## config.mk

```make
export PLATFORM = sky130hd
export DESIGN_NAME = alu_share_arbiter
export DESIGN_NICKNAME = d
export VERILOG_FILES = /design/src/rtl/alu_share_arbiter.sv
export SDC_FILE = /design/constraint.sdc
export NUM_CORES = 1
export LEC_CHECK = 0
export CAP_MARGIN = 0
export CORE_AREA = 2 2 131 133
export DETAILED_ROUTE_END_ITERATION = 7
export DIE_AREA = 0 0 133 135
export GPL_TIMING_DRIVEN = 0
export PLACE_DENSITY_LB_ADDON = 0.15
export SETUP_SLACK_MARGIN = 0.4
export SYNTH_ARGS = -nofsm -noshare
export SYNTH_HDL_FRONTEND = slang
export SYNTH_SLANG_ARGS = --single-unit
```

## constraint.sdc

```tcl
create_clock -name clock -period 1.8 [get_ports clock]
set_input_delay 0.36 -clock clock [delete_from_list [all_inputs] [get_ports clock]]
set_output_delay 0.36 -clock clock [all_outputs]
set_load 0.05 [all_outputs]
```

## src/rtl/alu_share_arbiter.sv

```systemverilog
// ============================================================================
//  Module   : alu_share_arbiter
//  Purpose  : Shares one combinational ALU between a priority pipeline port
//             and an auxiliary port, with a starvation guard and a registered,
//             tagged response channel.
//  Revision : 1.0  initial release
// ============================================================================
`default_nettype none

module alu_share_arbiter #(
  parameter int TAG_W    = 4,
  parameter int MAX_WAIT = 4,
  parameter int CNT_W    = 16
) (
  input  logic             clock,
  input  logic             resetn,
  // port 0: pipeline EX stage
  input  logic             req0_valid,
  output logic             req0_ready,
  input  logic [31:0]      req0_a,
  input  logic [31:0]      req0_b,
  input  logic [3:0]       req0_aluc,
  input  logic [TAG_W-1:0] req0_tag,
  // port 1: auxiliary unit
  input  logic             req1_valid,
  output logic             req1_ready,
  input  logic [31:0]      req1_a,
  input  logic [31:0]      req1_b,
  input  logic [3:0]       req1_aluc,
  input  logic [TAG_W-1:0] req1_tag,
  // shared ALU
  output logic [31:0]      alu_a,
  output logic [31:0]      alu_b,
  output logic [3:0]       alu_aluc,
  input  logic [31:0]      alu_s,
  // response channel
  output logic             rsp_valid,
  input  logic             rsp_ready,
  output logic [31:0]      rsp_data,
  output logic             rsp_id,
  output logic [TAG_W-1:0] rsp_tag,
  // status
  output logic [3:0]       wait_cnt,
  output logic [CNT_W-1:0] grant_cnt0,
  output logic [CNT_W-1:0] grant_cnt1
);

  localparam logic [3:0] c_max_wait = 4'(MAX_WAIT);

  typedef enum logic [0:0] {
    ST_EMPTY = 1'b0,
    ST_FULL  = 1'b1
  } state_t;

  state_t             r_state;
  state_t             w_state_nxt;
  logic [31:0]        r_rsp_data;
  logic               r_rsp_id;
  logic [TAG_W-1:0]   r_rsp_tag;
  logic [3:0]         r_wait_cnt;
  logic [3:0]         w_wait_nxt;
  logic [CNT_W-1:0]   r_grant_cnt0;
  logic [CNT_W-1:0]   r_grant_cnt1;

  logic               w_can_issue;
  logic               w_gnt_valid;
  logic               w_gnt_id;
  logic               w_accept;
  logic [TAG_W-1:0]   w_gnt_tag;

  // Port 1 wins only when port 0 is idle or port 1 has starved long enough.
  always_comb begin
    w_can_issue = (r_state == ST_EMPTY) || rsp_ready;
    w_gnt_valid = req0_valid || req1_valid;
    w_gnt_id    = req1_valid && (!req0_valid || (r_wait_cnt >= c_max_wait));
    w_accept    = w_can_issue && w_gnt_valid;
  end

  assign req0_ready = w_accept && !w_gnt_id;
  assign req1_ready = w_accept &&  w_gnt_id;

  always_comb begin
    alu_a     = 32'd0;
    alu_b     = 32'd0;
    alu_aluc  = 4'b0000;
    w_gnt_tag = '0;
    if (w_gnt_valid) begin
      if (w_gnt_id) begin
        alu_a     = req1_a;
        alu_b     = req1_b;
        alu_aluc  = req1_aluc;
        w_gnt_tag = req1_tag;
      end else begin
        alu_a     = req0_a;
        alu_b     = req0_b;
        alu_aluc  = req0_aluc;
        w_gnt_tag = req0_tag;
      end
    end
  end

  // An accept always refills the response slot, so FULL only drains when idle.
  always_comb begin
    w_state_nxt = r_state;
    case (r_state)
      ST_EMPTY: if (w_accept) w_state_nxt = ST_FULL;
      ST_FULL:  if (rsp_ready && !w_accept) w_state_nxt = ST_EMPTY;
      default:  w_state_nxt = ST_EMPTY;
    endcase
  end

  always_comb begin
    w_wait_nxt = r_wait_cnt;
    if (w_can_issue) begin
      if (!req1_valid || w_gnt_id)
        w_wait_nxt = 4'd0;
      else if (r_wait_cnt < c_max_wait)
        w_wait_nxt = r_wait_cnt + 4'd1;
    end
  end

  always_ff @(posedge clock or negedge resetn) begin
    if (!resetn) begin
      r_state      <= ST_EMPTY;
      r_rsp_data   <= 32'd0;
      r_rsp_id     <= 1'b0;
      r_rsp_tag    <= '0;
      r_wait_cnt   <= 4'd0;
      r_grant_cnt0 <= '0;
      r_grant_cnt1 <= '0;
    end else begin
      r_state    <= w_state_nxt;
      r_wait_cnt <= w_wait_nxt;
      if (w_accept) begin
        r_rsp_data <= alu_s;
        r_rsp_id   <= w_gnt_id;
        r_rsp_tag  <= w_gnt_tag;
        if (w_gnt_id)
          r_grant_cnt1 <= r_grant_cnt1 + 1'b1;
        else
          r_grant_cnt0 <= r_grant_cnt0 + 1'b1;
      end
    end
  end

  assign rsp_valid  = (r_state == ST_FULL);
  assign rsp_data   = r_rsp_data;
  assign rsp_id     = r_rsp_id;
  assign rsp_tag    = r_rsp_tag;
  assign wait_cnt   = r_wait_cnt;
  assign grant_cnt0 = r_grant_cnt0;
  assign grant_cnt1 = r_grant_cnt1;

endmodule

`default_nettype wire

```

==> reports/metrics.yaml, run 1 <==
status: "finished, violations left"
violations: "negative setup slack"
syn-num-nets: 654
clkTransAtPathRegs_ps: 60
yosys.area_share.simple_pct: 22.8
r2r_cells: 9
tritoncts: "done"
timing.final.ws_setup_ps: -536
vdd_drop_max_mv: 0.926
die_x_um: 133
period_share_pct: 130
final_common_cell: "clkdlybuf4s50_1"
cts_sinks: 74
syn_to_final_growth_pct: 145
synth.distinct_cells: 33
setup-violations-final: 74
use_met2_pct: 37.1
cts_buffer_depth: 2
wirelength_um: 19900
startpoint_type: "flip-flop"
avgRoutedWirePerCell_um: 18.5
placed_area_mm2: 0.00868
tightest_slew_ps: 579
ys_warn_count: 0
max_slew_margin_pct: 61.4
final_area_mm2: 0.00997
drtPass1Iterations: 6
synthAdderAreaFrac_pct: 0.921
gp_congestion: 0.872
drt_iter0_drc: 155
antenna_found_initial: 2
grt_pass1_vias: 5043
synth_top_family_by_area: "simple AND/OR/NAND/NOR gates"
drc_errors: 0
worst_setup_path_end_kind: "output port"
hold_viol_final: 0
synth-compound-area-share_pct: 10.4
grt_pass1_wl_um: 29100
fin_crit_ps: 2340
p_leak_nw: 4.39
synthCells: 470
synth_xor_area_share_pct: 6.45
finalSetupTns_ps: -33140
drv_cap: 0
final_net_count: 1031
busiest_layer: "met2"
cp_data_required_time_ps: 1440
reg2reg_slack_ps: -40
p_per_area_mw_per_mm2: 824
fmax_ghz: 0.428
row_count: 47
synth.avg_cell_area_um2: 8.67
insertion_delay_ps: 340
power.total_w: 0.00822
rsz0062_at_grt: "true"
yosysTopAreaCell: "dfrtp_1"
grtUsageTotal_pct: 20.9
final_cell_mix: "clkdlybuf4s50_1, nand2_1, buf_6"
vias_per_cell: 4.57
ys_ff_latch: 74
drive_gt1_share_pct: 53.5
r2r-start: "wait_cnt[2]"
setup.worst_path.start: "wait_cnt[2]"
synthMuxAreaShare_pct: 9.67
r2r-end: "grant_cnt1[11]"
ant_nets: 0
die-area_mm2: 0.0180
overflow: 0
use_met1_pct: 24.8
die_y_um: 135
grtUsageMet3_pct: 6.01
cts_root_buf: "clkbuf_16"
hp-class: "in2async"
cts_made_buffers: 9
drv_slew: 0
core_area_mm2: 0.0164
start_util_pct: 24.8
numPortBuffers: 324
worstSetupPathType: "reg2out"
fin_skew_ps: 7.33
io_pins: 325
synth.area.top_cells: "dfrtp_1, nand2_1, mux2_2"
seq_area_frac_synth_pct: 45.5
synth_top_cell_area_share_pct: 45.5
hpwl_um: 15100
syn-cell-area_mm2: 0.00407
critPathMaxFanout: 7
grt_max_degree: 74
crit_path_end: "alu_a[27]"
cts-htree-levels: 3
dr_total_vias: 4913
cp_data_arrival_time_ps: 1980
-- metal layers --
metal	vias to the layer above	share of wire, %
li1	2324	-
met1	2363	39
met2	205	52
met3	21	6.9
met4	0	1.7
met5	-	0
-- where the power goes --
part | leakage (nW) | switching [W] | internal, W
clock | 0.160 | 0.000711 | 0.00121
combinational | 3.36 | 0.00239 | 0.00167
sequential | 0.868 | 0.000287 | 0.00195
total | 4.39 | 0.00339 | 0.00483
-- worst min path at each step --
stage | cells past startpoint | slack [ps] | endpoint | startpoint
after floorplan | 0 | 60 | grant_cnt0[0] | resetn
after global placement | 1 | 460 | grant_cnt1[15] | grant_cnt1[15]
after detailed placement | 1 | 160 | rsp_data[9] | resetn
after CTS | 2 | 340 | rsp_data[9] | resetn
after global routing | 2 | 340 | rsp_data[9] | resetn
final | 2 | 350 | rsp_data[9] | resetn
-- metrics by stage --
step           utilization, %  setup slack (ps)  hold slack (ps)  instances
2_1_floorplan               -              -299             64.4        470
3_3_place_gp             52.7             -2400              458       1014
3_5_place_dp             52.9             -2020              159       1015
4_1_cts                  57.6              -522              344       1056
5_1_grt                  60.8              -604              336       1074
6_report                 60.8              -536              352       1074
-- synthesized netlist by cell type --
master / number
a21oi_1: 68
a22o_1: 1
a22oi_1: 5
and2_1: 2
and3_1: 5
and4_1: 2
buf_1: 1
buf_2: 15
buf_4: 1
clkbuf_1: 14
dfrtp_1: 74
ha_1: 3
inv_1: 8
inv_2: 1
mux2_2: 35
nand2_1: 153
nand2b_1: 2
nand3_1: 9
nand4_1: 6
nor2_1: 9
nor2b_1: 1
nor3_1: 5
nor3_2: 5
nor3_4: 1
nor3b_2: 1
nor4_1: 1
nor4_4: 1
o21ai_0: 6
o21ai_2: 1
or3_1: 2
or4_1: 2
xnor2_1: 16
xor2_1: 14
-- timing repair --
item / 4_1_cts / 5_1_grt
hold buffers: 1 / 0
resized for setup: 1004 / 103
hold endpoints to repair: 1 / 0
cloned: 2 / 2
pin swaps: 26 / 34
setup endpoints to repair: 216 / 157
buffers inserted: 22 / 14
-- registers in the layout (all words and copies together), names as in the netlist --
| register | count |
|---|---|
| rsp_data | 32 |
| grant_cnt0 | 16 |
| grant_cnt1 | 16 |
| rsp_tag | 4 |
| wait_cnt | 4 |
| rsp_id | 1 |
| rsp_valid | 1 |
-- worst max-delay path, cell delays in order, from the launching register on --
cell,delay (ps)
dfrtp_2,430
nor3b_4,240
nand2b_4,170
buf_12,130
buf_12,130
clkbuf_16,140
nand2_1,80
a21oi_4,140
buf_6,170
-- cells by family after synthesis --
logic type | Yosys count
xor gates and xnor gates | 30
buffers and inverters | 40
DFF | 74
muxes | 35
and+or+nand+nor | 207
adders and majority gates | 3
AOI/OAI and AO/OA | 81
-- cell type report --
cell class | count | area (um^2)
fillers | 1331 | 6440
multi-input cells | 356 | 3420
well taps | 220 | 275
plain buffers | 31 | 347
diodes | 2 | 5.00
flip-flops and latches | 74 | 1890
repair buffers | 366 | 3680
clock buffers | 9 | 225
inverters | 9 | 37.5
clock inverters | 7 | 92.6
No activity file was read; power rests on OpenSTA's default activity.
==> inputs of run 2 (changes only) <==
clock period = 2.4 ns   (was 1.8 ns; I/O delays follow)
==> reports/metrics.yaml, run 2 (synthesis results as in run 1) <==
ant_nets: 0  # unchanged
final_common_cell: "clkdlybuf4s50_1"  # unchanged
worst_setup_path_end_kind: "output port"  # unchanged
p_per_area_mw_per_mm2: 622  # was 824 mW/mm^2
drc_errors: 0  # unchanged
row_count: 47  # unchanged
p_leak_nw: 4.19  # was 4.39 nW
fmax_ghz: 0.414
critPathMaxFanout: 7  # unchanged
insertion_delay_ps: 330  # was 340 ps
status: "finished, violations left"  # unchanged
die_x_um: 133  # unchanged
reg2reg_slack_ps: 530  # was -40 ps
grt_pass1_vias: 5042  # was 5043
r2r-end: "grant_cnt1[15]"  # was grant_cnt1[11]
cp_data_required_time_ps: 1920  # was 1440 ps
routed-wl-met2_um: 9650  # was 10300 um
routed.top_layer: "met4"  # unchanged
cts_made_buffers: 9  # unchanged
gp_congestion: 0.846  # was 0.872
core_area_mm2: 0.0164  # unchanged
startpoint_type: "flip-flop"  # unchanged
start_util_pct: 24.8  # unchanged
grt_pass1_wl_um: 27700  # was 29100 um
clkPwrFrac_pct: 24.9  # was 23.4%
worstSetupPathType: "reg2out"  # unchanged
drive_gt1_share_pct: 34.9  # was 53.5%
dp_slack_ps: -1690  # was -2020 ps
drv_cap: 0  # unchanged
cts-htree-levels: 3  # unchanged
power.total_w: 0.00584  # was 0.00822 W
antenna_found_initial: 2  # unchanged
drv_slew: 0  # unchanged
placed_cells: 1015  # unchanged
placed_area_mm2: 0.00842  # was 0.00868 mm^2
cts_root_buf: "clkbuf_16"  # unchanged
utilization_pct: 57.3  # was 60.8%
drtPass1Iterations: 6  # unchanged
numPortBuffers: 324  # unchanged
vdd_drop_max_mv: 0.625  # was 0.926 mV
setup-violations-final: 8  # was 74
violations: "negative setup slack"  # unchanged
fin_skew_ps: 8.20  # was 7.33 ps
final_net_count: 1009  # was 1031
overflow: 0  # unchanged
final_area_mm2: 0.00940  # was 0.00997 mm^2
fin_crit_ps: 2420
m1WireLength_um: 6930  # was 7810 um
die_y_um: 135  # unchanged
tightest_slew_ps: 577  # was 579 ps
drt_iter0_drc: 180  # was 155
cp_data_arrival_time_ps: 1940  # was 1980 ps
p_int_w: 0.00346  # was 0.00483 W
p_sw_w: 0.00238  # was 0.00339 W
tritoncts: "done"  # unchanged
cts_buffer_depth: 2  # unchanged
largest_reg_flops: 32  # unchanged
avgRoutedWirePerCell_um: 17.5  # was 18.5 um
switching_share_pct: 40.7  # was 41.2%
hpwl_um: 14400  # was 15100 um
max_slew_margin_pct: 61.6  # was 61.4%
route.met3.wl_um: 1350  # was 1370 um
vias_per_cell: 4.52  # was 4.57
final_cell_mix: "clkdlybuf4s50_1, nand2_1, dfrtp_1"  # was clkdlybuf4s50_1, nand2_1, buf_6
period_share_pct: 101
wirelength_um: 18500  # was 19900 um
r2r-start: "wait_cnt[2]"  # unchanged
layout.cells.non_filler: 1052  # was 1074
timing.final.ws_setup_ps: -16.2  # was -536 ps
pwr-share-seq_pct: 27.8  # was 27.2%
cts_sinks: 74  # unchanged
io_pins: 325  # unchanged
hold_viol_final: 0  # unchanged
rsz0062_at_grt: "true"  # unchanged
dr_total_vias: 4760  # was 4913
clkTransAtPathRegs_ps: 60  # about the same
p_comb_share_pct: 47.3  # was 49.3%
grt_max_degree: 46  # was 74
syn_to_final_growth_pct: 131  # was 145%
hp-class: "in2async"  # unchanged
grtUsageTotal_pct: 19.6  # was 20.9%
die-area_mm2: 0.0180  # unchanged
r2r_cells: 7  # was 9
==> run 2: changes by cell type in the layout (fill, tap and decap cells not counted), sizes merged <==
cell	change
dlygate4sd2	+37
clkinv	-1
clkdlybuf4s50	+10
dlymetal6s2s	+27
dlygate4sd3	-1
clkbuf	-8
buf	-86
==> run 2: per-stage QoR <==
step           setup TNS (ps)  hold WS (ps)
6_report                -60.0          76.8
5_1_grt                 -3520           102
3_3_place_gp          -238890           459
3_5_place_dp          -116210           443
2_1_floorplan               0           184
4_1_cts                  -413          82.8
==> run 2: power groups by stage <==
stage	Combinational [W]	Sequential, W	Clock (W)
floorplan	0.000956	0.00231	0
global placement	0.00267	0.00163	0
detailed placement	0.00270	0.00165	0
CTS	0.00276	0.00163	0.00149
global route	0.00288	0.00166	0.00155
finish	0.00276	0.00163	0.00145
==> run 2: layout make-up <==
cell class	count	area [um^2]
clock inverters	6	87.6
diodes	2	5.00
fillers	1402	7010
well taps	220	275
clock buffers	10	239
inverters	9	37.5
multi-input cells	356	2960
flip-flops and latches	74	1850
repair buffers	344	3640
plain buffers	31	293
==> run 2: how the worst max path moves through the flow <==
stage / startpoint / endpoint / slack (ps) / depth (start not counted)
6_report: wait_cnt[2] / alu_a[13] / -20 / 8
5_1_grt: wait_cnt[2] / alu_a[13] / -90 / 8
4_1_cts: wait_cnt[3] / alu_a[27] / -40 / 8
3_5_place_dp: req1_valid / alu_a[12] / -1690 / 7
3_3_place_gp: resetn / wait_cnt[3] / -1980 / 1
2_1_floorplan: wait_cnt[2] / alu_a[11] / 180 / 5
==> run 2: worst max-delay path, cell delays in order, from the launching register on <==
cell and delay, ps:
dfrtp_2 430, nor3b_4 220, nand2b_4 160, buf_8 120, buf_8 140, buf_6 140
nand2_2 70, a21oi_4 140, buf_6 180
==> run 2: what timing repair did <==
| action | CTS | global route |
|---|---|---|
| setup buffers | 8 | 8 |
| gates cloned | 3 | 0 |
| endpoints found under the hold margin | 0 | 0 |
| setup endpoints to repair | 148 | 118 |
| resized for setup | 627 | 52 |
| hold buffers | 0 | 0 |
| pin swaps | 9 | 7 |
==> run 2: routing by layer <==
metal,up-vias,track usage [%]
li1,2278,-
met1,2258,21.9
met2,190,35.3
met3,34,5.89
met4,0,7.35
met5,-,0
==> inputs of run 3 (changes only) <==
CTS_CLUSTER_DIAMETER = 200   (was default)
==> results of run 3 <==
No change in the layout: final DEF, timing and power equal those of run 2.
